==> config.mk <==
export PLATFORM = sky130hd
export DESIGN_NAME = writeback_scheduler
export DESIGN_NICKNAME = d
export VERILOG_FILES = /design/src/rtl/writeback_scheduler.sv
export SDC_FILE = /design/constraint.sdc
export NUM_CORES = 1
export LEC_CHECK = 0
export ABC_AREA = 1
export CORE_MARGIN = 1.5
export CORE_UTILIZATION = 44
export CTS_CLUSTER_DIAMETER = 30
export CTS_CLUSTER_SIZE = 24
export DETAILED_ROUTE_END_ITERATION = 6
export GPL_TIMING_DRIVEN = 1
export PLACE_DENSITY = 0.92
export REMOVE_ABC_BUFFERS = 1
export SETUP_SLACK_MARGIN = 0.02
export SLEW_MARGIN = 10
export SYNTH_ARGS = -nofsm -noshare
export SYNTH_HDL_FRONTEND = slang
export SYNTH_SLANG_ARGS = --single-unit
==> constraint.sdc <==
create_clock -name clk -period 3.1 [get_ports clk]
set_clock_uncertainty 0.15 [all_clocks]
set_input_delay 0.62 -clock clk [delete_from_list [all_inputs] [get_ports clk]]
set_output_delay 0.62 -clock clk [all_outputs]
set_load 0.02 [all_outputs]
==> src/rtl/writeback_scheduler.sv <==
// Write-back scheduler: round-robin sharing of the single register-file
// write port between functional units, plus per-unit credit counters that
// raise an issue stall when the targeted unit has no free slot.
module writeback_scheduler #(
    parameter int REQUESTERS     = 4,
    parameter int DATA_WIDTH     = 16,
    parameter int REG_ADDR_WIDTH = 4,
    parameter int CREDITS        = 2
) (
    input  logic                                   clk,
    input  logic                                   async_rst_n,
    input  logic                                   clk_en,
    input  logic                                   IssueValid,
    input  logic [$clog2(REQUESTERS)-1:0]          IssueUnit,
    output logic                                   IssueCongestionStall,
    input  logic [REQUESTERS-1:0]                  WbReqValid,
    input  logic [REQUESTERS*REG_ADDR_WIDTH-1:0]   WbReqAddr,
    input  logic [REQUESTERS*DATA_WIDTH-1:0]       WbReqData,
    output logic [REQUESTERS-1:0]                  WbReqReady,
    output logic                                   RegWriteEn,
    output logic [REG_ADDR_WIDTH-1:0]              RegWriteAddr,
    output logic [DATA_WIDTH-1:0]                  RegWriteData,
    output logic                                   Busy
);

    localparam int UW = $clog2(REQUESTERS);
    localparam int CW = $clog2(CREDITS + 1);

    logic [CW-1:0]             r_cnt [REQUESTERS];
    logic [UW-1:0]             r_ptr;
    logic                      r_we;
    logic [REG_ADDR_WIDTH-1:0] r_addr;
    logic [DATA_WIDTH-1:0]     r_data;

    logic                      w_unit_oob;
    logic [CW-1:0]             w_issue_cnt;
    logic                      w_stall;
    logic                      w_issue_accept;
    logic [REQUESTERS-1:0]     w_inc;
    logic [REQUESTERS-1:0]     w_grant;
    logic                      w_grant_any;
    logic [UW-1:0]             w_grant_idx;
    logic [UW:0]               w_sum;
    logic [UW-1:0]             w_idx;
    logic [REG_ADDR_WIDTH-1:0] w_sel_addr;
    logic [DATA_WIDTH-1:0]     w_sel_data;
    logic                      w_any_credit;
    logic [UW-1:0]             w_ptr_next;

    // Credit lookup for the issuing unit and the resulting stall/accept.
    // The unit index is matched in a loop so a non-power-of-two unit count
    // never reads past the counter array.
    always_comb begin
        w_unit_oob  = ({{(32-UW){1'b0}}, IssueUnit} >= 32'(REQUESTERS));
        w_issue_cnt = '0;
        for (int i = 0; i < REQUESTERS; i++) begin
            if (IssueUnit == UW'(i)) begin
                w_issue_cnt = r_cnt[i];
            end
        end
        // Pre-edge count only: a same-cycle writeback does not release the stall.
        w_stall        = IssueValid && (w_unit_oob || (w_issue_cnt == CW'(CREDITS)));
        w_issue_accept = clk_en && IssueValid && !w_stall;
        w_inc          = '0;
        for (int i = 0; i < REQUESTERS; i++) begin
            w_inc[i] = w_issue_accept && (IssueUnit == UW'(i));
        end
    end

    // Round-robin search starting at the pointer; grant is suppressed while
    // clk_en is low so no result is consumed in a frozen cycle.
    always_comb begin
        w_grant     = '0;
        w_grant_any = 1'b0;
        w_grant_idx = '0;
        w_sum       = '0;
        w_idx       = '0;
        for (int k = 0; k < REQUESTERS; k++) begin
            w_sum = {1'b0, r_ptr} + (UW+1)'(k);
            if (w_sum >= (UW+1)'(REQUESTERS)) begin
                w_sum = w_sum - (UW+1)'(REQUESTERS);
            end
            w_idx = w_sum[UW-1:0];
            if (clk_en && !w_grant_any && WbReqValid[w_idx]) begin
                w_grant_any        = 1'b1;
                w_grant_idx        = w_idx;
                w_grant[w_idx]     = 1'b1;
            end
        end
    end

    // Mux the granted unit's address and data and compute the next pointer.
    always_comb begin
        w_sel_addr = '0;
        w_sel_data = '0;
        for (int i = 0; i < REQUESTERS; i++) begin
            if (w_grant[i]) begin
                w_sel_addr = WbReqAddr[i*REG_ADDR_WIDTH +: REG_ADDR_WIDTH];
                w_sel_data = WbReqData[i*DATA_WIDTH +: DATA_WIDTH];
            end
        end
        if (w_grant_idx == UW'(REQUESTERS - 1)) begin
            w_ptr_next = '0;
        end else begin
            w_ptr_next = w_grant_idx + UW'(1);
        end
    end

    // Per-unit credit counters; simultaneous issue and writeback cancel,
    // a writeback against an empty counter saturates at zero.
    always_ff @(posedge clk or negedge async_rst_n) begin
        if (!async_rst_n) begin
            for (int i = 0; i < REQUESTERS; i++) begin
                r_cnt[i] <= '0;
            end
        end else if (clk_en) begin
            for (int i = 0; i < REQUESTERS; i++) begin
                if (w_inc[i] && !w_grant[i]) begin
                    r_cnt[i] <= r_cnt[i] + CW'(1);
                end else if (w_grant[i] && !w_inc[i] && (r_cnt[i] != '0)) begin
                    r_cnt[i] <= r_cnt[i] - CW'(1);
                end
            end
        end
    end

    // Round-robin pointer moves just past the unit that won.
    always_ff @(posedge clk or negedge async_rst_n) begin
        if (!async_rst_n) begin
            r_ptr <= '0;
        end else if (clk_en && w_grant_any) begin
            r_ptr <= w_ptr_next;
        end
    end

    // Registered write port; address/data hold when there is no grant so the
    // port only toggles on real writes.
    always_ff @(posedge clk or negedge async_rst_n) begin
        if (!async_rst_n) begin
            r_we   <= 1'b0;
            r_addr <= '0;
            r_data <= '0;
        end else if (clk_en) begin
            r_we <= w_grant_any;
            if (w_grant_any) begin
                r_addr <= w_sel_addr;
                r_data <= w_sel_data;
            end
        end
    end

    // Busy covers any outstanding credit or a write still in the output stage.
    always_comb begin
        w_any_credit = 1'b0;
        for (int i = 0; i < REQUESTERS; i++) begin
            if (r_cnt[i] != '0) begin
                w_any_credit = 1'b1;
            end
        end
    end

    assign IssueCongestionStall = w_stall;
    assign WbReqReady           = w_grant;
    assign RegWriteEn           = r_we;
    assign RegWriteAddr         = r_addr;
    assign RegWriteData         = r_data;
    assign Busy                 = r_we || w_any_credit;

endmodule
==> summary.json <==
{
  "outcome": {"value": "finished clean"},
  "dieHeight": {"value": 82.6, "unit": "um"},
  "worst_r2r_endpoint": {"value": "r_cnt[3]"},
  "rsz0062_at_grt": {"value": "false"},
  "crit_path_cell_trace": {"value": "clkdlybuf4s50_1 > nand2_1 > nand3_1 > nand2_1 > nor2_4 > nand2_2 > nand2_4 > nor2_8 > nand2_4 > nand2_4 > clkdlybuf4s15_1"},
  "initialDrtViolationCount": {"value": 116},
  "yosysTopAreaCellShare": {"value": 0.279},
  "worst_setup_path_end_kind": {"value": "primary output"},
  "via_count": {"value": 3189},
  "timing.final.max_slew_violations": {"value": 0},
  "worstSetupStartpointType": {"value": "primary input"},
  "worst_skew_pair.late_latency": {"value": 0.28, "unit": "ns"},
  "power.ir.vdd_worst": {"value": 0.716, "unit": "mV"},
  "cts.sink_count": {"value": 31},
  "final_hold_slack": {"value": 0.333, "unit": "ns"},
  "netlist-cell-type-count": {"value": 30},
  "setup-tns-final": {"value": 0, "unit": "ns"},
  "crit_path_top_delay_cell": {"value": "clkdlybuf4s50_1"},
  "htree_levels": {"value": 2},
  "post_synth_inst_count": {"value": 441},
  "drt-wirelength-per-cell": {"value": 13.4, "unit": "um"},
  "crit_fanout": {"value": 4},
  "power.density_cell_area": {"value": 1110, "unit": "nW/um^2"},
  "worstSetupPathType": {"value": "in -> out"},
  "ioPinCount": {"value": 117},
  "max_cap_violations": {"value": 0},
  "stdcell_area": {"value": 4210, "unit": "um^2"},
  "n_fill_cell": {"value": 508},
  "initial_core_util": {"value": 0.462},
  "die_area": {"value": 6820, "unit": "um^2"},
  "post_synth_main_area_contributors": {"value": "dfrtp_1 28%, nand2_1 26%, a21oi_1 5.6%, inv_1 5.4%, or2_0 4.5%"},
  "post-route-worst-setup-slack": {"value": 0.0722, "unit": "ns"},
  "sum_of_overflow_across_all_layers_after_global_routing": {"value": 0},
  "syn_avg_cell_area": {"value": 6.32, "unit": "um^2"},
  "std_cell_rows": {"value": 28},
  "coreArea": {"value": 6030, "unit": "um^2"},
  "area_growth_syn_to_layout": {"value": 51.1, "unit": "%"},
  "root_buffer_cell": {"value": "clkbuf_8"},
  "reg2regPathDepth": {"value": 17},
  "worstHoldStart": {"value": "RegWriteAddr[2]"},
  "final-hold-violation-count": {"value": 0},
  "multiInputGateArea": {"value": 1720, "unit": "um^2"},
  "min_delay_worst_endpoint": {"value": "RegWriteAddr[2]"},
  "final-seq-area": {"value": 776, "unit": "um^2"},
  "worstReg2RegStart": {"value": "r_ptr[0]"},
  "post_cts.repair.setup_buffers": {"value": 0},
  "detail_route.wirelength": {"value": 8.68, "unit": "mm"},
  "worst_ep_required_time": {"value": 2.33, "unit": "ns"},
  "detail-route-antenna-nets": {"value": 0},
  "cts_buffers": {"value": 5},
  "finalCriticalPeriod": {"value": 3.03, "unit": "ns"},
  "diodes": {"value": 0},
  "grt_start_max_net_pins": {"value": 42},
  "path_delay_family": {"value": "simple AND/OR/NAND/NOR gates"},
  "leakage": {"value": 2.17, "unit": "nW"},
  "dp_slack": {"value": -0.271, "unit": "ns"},
  "finalNetCount": {"value": 667},
  "grtUsageTotal": {"value": 0.258},
  "route.detailed.drc": {"value": 0},
  "power": {"value": 4.65, "unit": "mW"},
  "via_per_inst": {"value": 4.93},
  "worst_path_most_repeated_cell": {"value": "nand2_4"},
  "post_synth_design_cell_area": {"value": 2790, "unit": "um^2"},
  "rrSetupSlack": {"value": 0.35, "unit": "ns"},
  "number_of_antenna_violations_at_the_first_check_in_global_routing": {"value": 0},
  "timing.hold.worst.class": {"value": "reg -> reg"},
  "hold-path-cell-count": {"value": 2},
  "placement.cell_area": {"value": 4100, "unit": "um^2"},
  "critical_path.n_buffers_inverters": {"value": 2},
  "layout_worst_path_cycle_share": {"value": 0.977},
  "post_route_cells_drive_above_1_share": {"value": 0.135},
  "place.gp.congestion": {"value": 0.885},
  "place.detailed.hpwl": {"value": 6.54, "unit": "mm"},
  "cts_tree": {"value": "done"},
  "synthesis.yosys.warnings": {"value": 0},
  "critical_path_arrival": {"value": 2.26, "unit": "ns"},
  "wire_length_of_the_first_global_routing_pass": {"value": 13.5, "unit": "mm"},
  "die_width": {"value": 82.6, "unit": "um"},
  "synth.largest_area_cell": {"value": "dfrtp_1"},
  "tightestPinTransition": {"value": 0.482, "unit": "ns"},
  "critical-path-max-stage-delay": {"value": 0.49, "unit": "ns"},
  "max_clock_freq": {"value": 330, "unit": "MHz"},
  "synth.yosys.seq_area_share": {"value": 0.279},
  "max-clock-path-buffers": {"value": 2},
  "critical_path.startpoint": {"value": "WbReqValid[2]"},
  "port-buffer-count": {"value": 116},
  "finalSetupViolations": {"value": 0},
  "worst_setup_hold_path_clk_slew": {"value": 0.07, "unit": "ns"},
  "max_slew_margin": {"value": 0.679},
  "drt-pass1-iter-count": {"value": 4},
  "postSynthRegisterBits": {"value": 31},
  "first_global_vias": {"value": 3040}
}
## worst reg2reg max path, cell delays in order, from the launching register on
cell and delay, ns:
dfrtp_1 0.36, inv_2 0.05, ha_1 0.32, inv_1 0.13
nand3_1 0.15, inv_2 0.10, nor2_4 0.05, nand2_2 0.11
nand2_4 0.09, nor2_8 0.12, nand2_2 0.08, nand2_2 0.08
buf_4 0.41, nand2_1 0.11, nand2_1 0.13, nand3_1 0.09
nand2_1 0.07, nand2_1 0.05
## flip-flops by register name, summed over array words and instances, names as in the netlist
name,cells
r_ptr,2
RegWriteAddr,4
r_cnt,8
RegWriteEn,1
RegWriteData,16
## synthesized netlist by cell type
cell and instances:
nand2_1 194, inv_1 40, a21oi_1 31, dfrtp_1 31, nand3_1 20, or2_0 20
nor2_1 15, a21oi_2 11, nand4_1 9, inv_2 7, buf_2 6, ha_1 6
buf_4 5, nand2_2 5, nand3_2 5, nor3_1 5, buf_6 4, nand2_4 4
o21ai_0 4, xor2_1 4, nor2_2 3, clkbuf_1 2, nor2_4 2, nor3_2 2
a22oi_1 1, a31oi_1 1, nand3b_1 1, nor2_8 1, o21ai_1 1, or2_2 1
## metal layers
layer  vias up  track usage  share of wire
met5         -            0              0
met4         0       0.0933          0.010
met3         9       0.0429          0.060
met2        94        0.480           0.53
met1      1455        0.293           0.40
li1       1631            -              -
## cell usage in the layout, fill, tap and decap left out, types with 4 or more instances in the layout
| cell type | count |
|---|---|
| a21oi_2 | 11 |
| a21oi_1 | 31 |
| nand2_1 | 194 |
| or2_0 | 20 |
| nand2_4 | 4 |
| nand4_1 | 9 |
| buf_4 | 24 |
| inv_2 | 7 |
| inv_1 | 40 |
| xor2_1 | 4 |
| clkdlybuf4s50_1 | 111 |
| ha_1 | 6 |
| nand3_1 | 20 |
| clkbuf_8 | 6 |
| nor3_1 | 5 |
| nand3_2 | 5 |
| o21ai_0 | 4 |
| nand2_2 | 5 |
| dfrtp_1 | 31 |
| nor2_1 | 14 |
## cell type report
class / instances / area share
flip-flops and latches: 31 / 0.184
multi-input cells: 346 / 0.409
inverters: 47 / 0.0419
clock inverters: 2 / 0.00832
well taps: 75 / 0.0223
repair buffers: 140 / 0.315
clock buffers: 6 / 0.0196
## logic make-up (layout without fill, tap and decap cells)
kind of cell             count (synthesis)  after routing  share of synthesized area
AO/OA/AOI/OAI                           49             49                      0.104
XOR/XNOR                                 4              4                     0.0126
adder cells (fa/ha/maj)                  6              6                     0.0270
buffers and inverters                   64            195                      0.106
flip-flops                              31             31                      0.279
AND/OR/NAND/NOR                        287            287                      0.471
## repair_timing
action                                  in CTS  in global routing
hold endpoints to repair                     0                  0
endpoints found under the setup margin       5                  4
hold buffers                                 0                  0
gates resized for setup                      5                  8
## worst max path at each step
| stage | end | slack [ns] | cells after the start |
|---|---|---|---|
| floorplan | WbReqReady[2] | 0.22 | 11 |
| global placement | WbReqReady[2] | -0.20 | 10 |
| detailed placement | WbReqReady[2] | -0.27 | 10 |
| CTS | WbReqReady[2] | 0.004 | 10 |
| global route | WbReqReady[3] | 0.002 | 10 |
| finish | WbReqReady[3] | 0.07 | 11 |
## where the power goes
group	internal, mW	switching, mW
clock network	0.260	0.163
logic	1.33	2.11
registers	0.644	0.145
total	2.23	2.42
## stage by stage
| stage | std cells | util |
|---|---|---|
| 2_1_floorplan | 424 | - |
| 3_3_place_gp | 639 | 0.681 |
| 3_5_place_dp | 639 | 0.681 |
| 4_1_cts | 647 | 0.699 |
| 5_1_grt | 647 | 0.699 |
| 6_report | 647 | 0.699 |
Note: power is estimated with default switching activity, not from simulation.
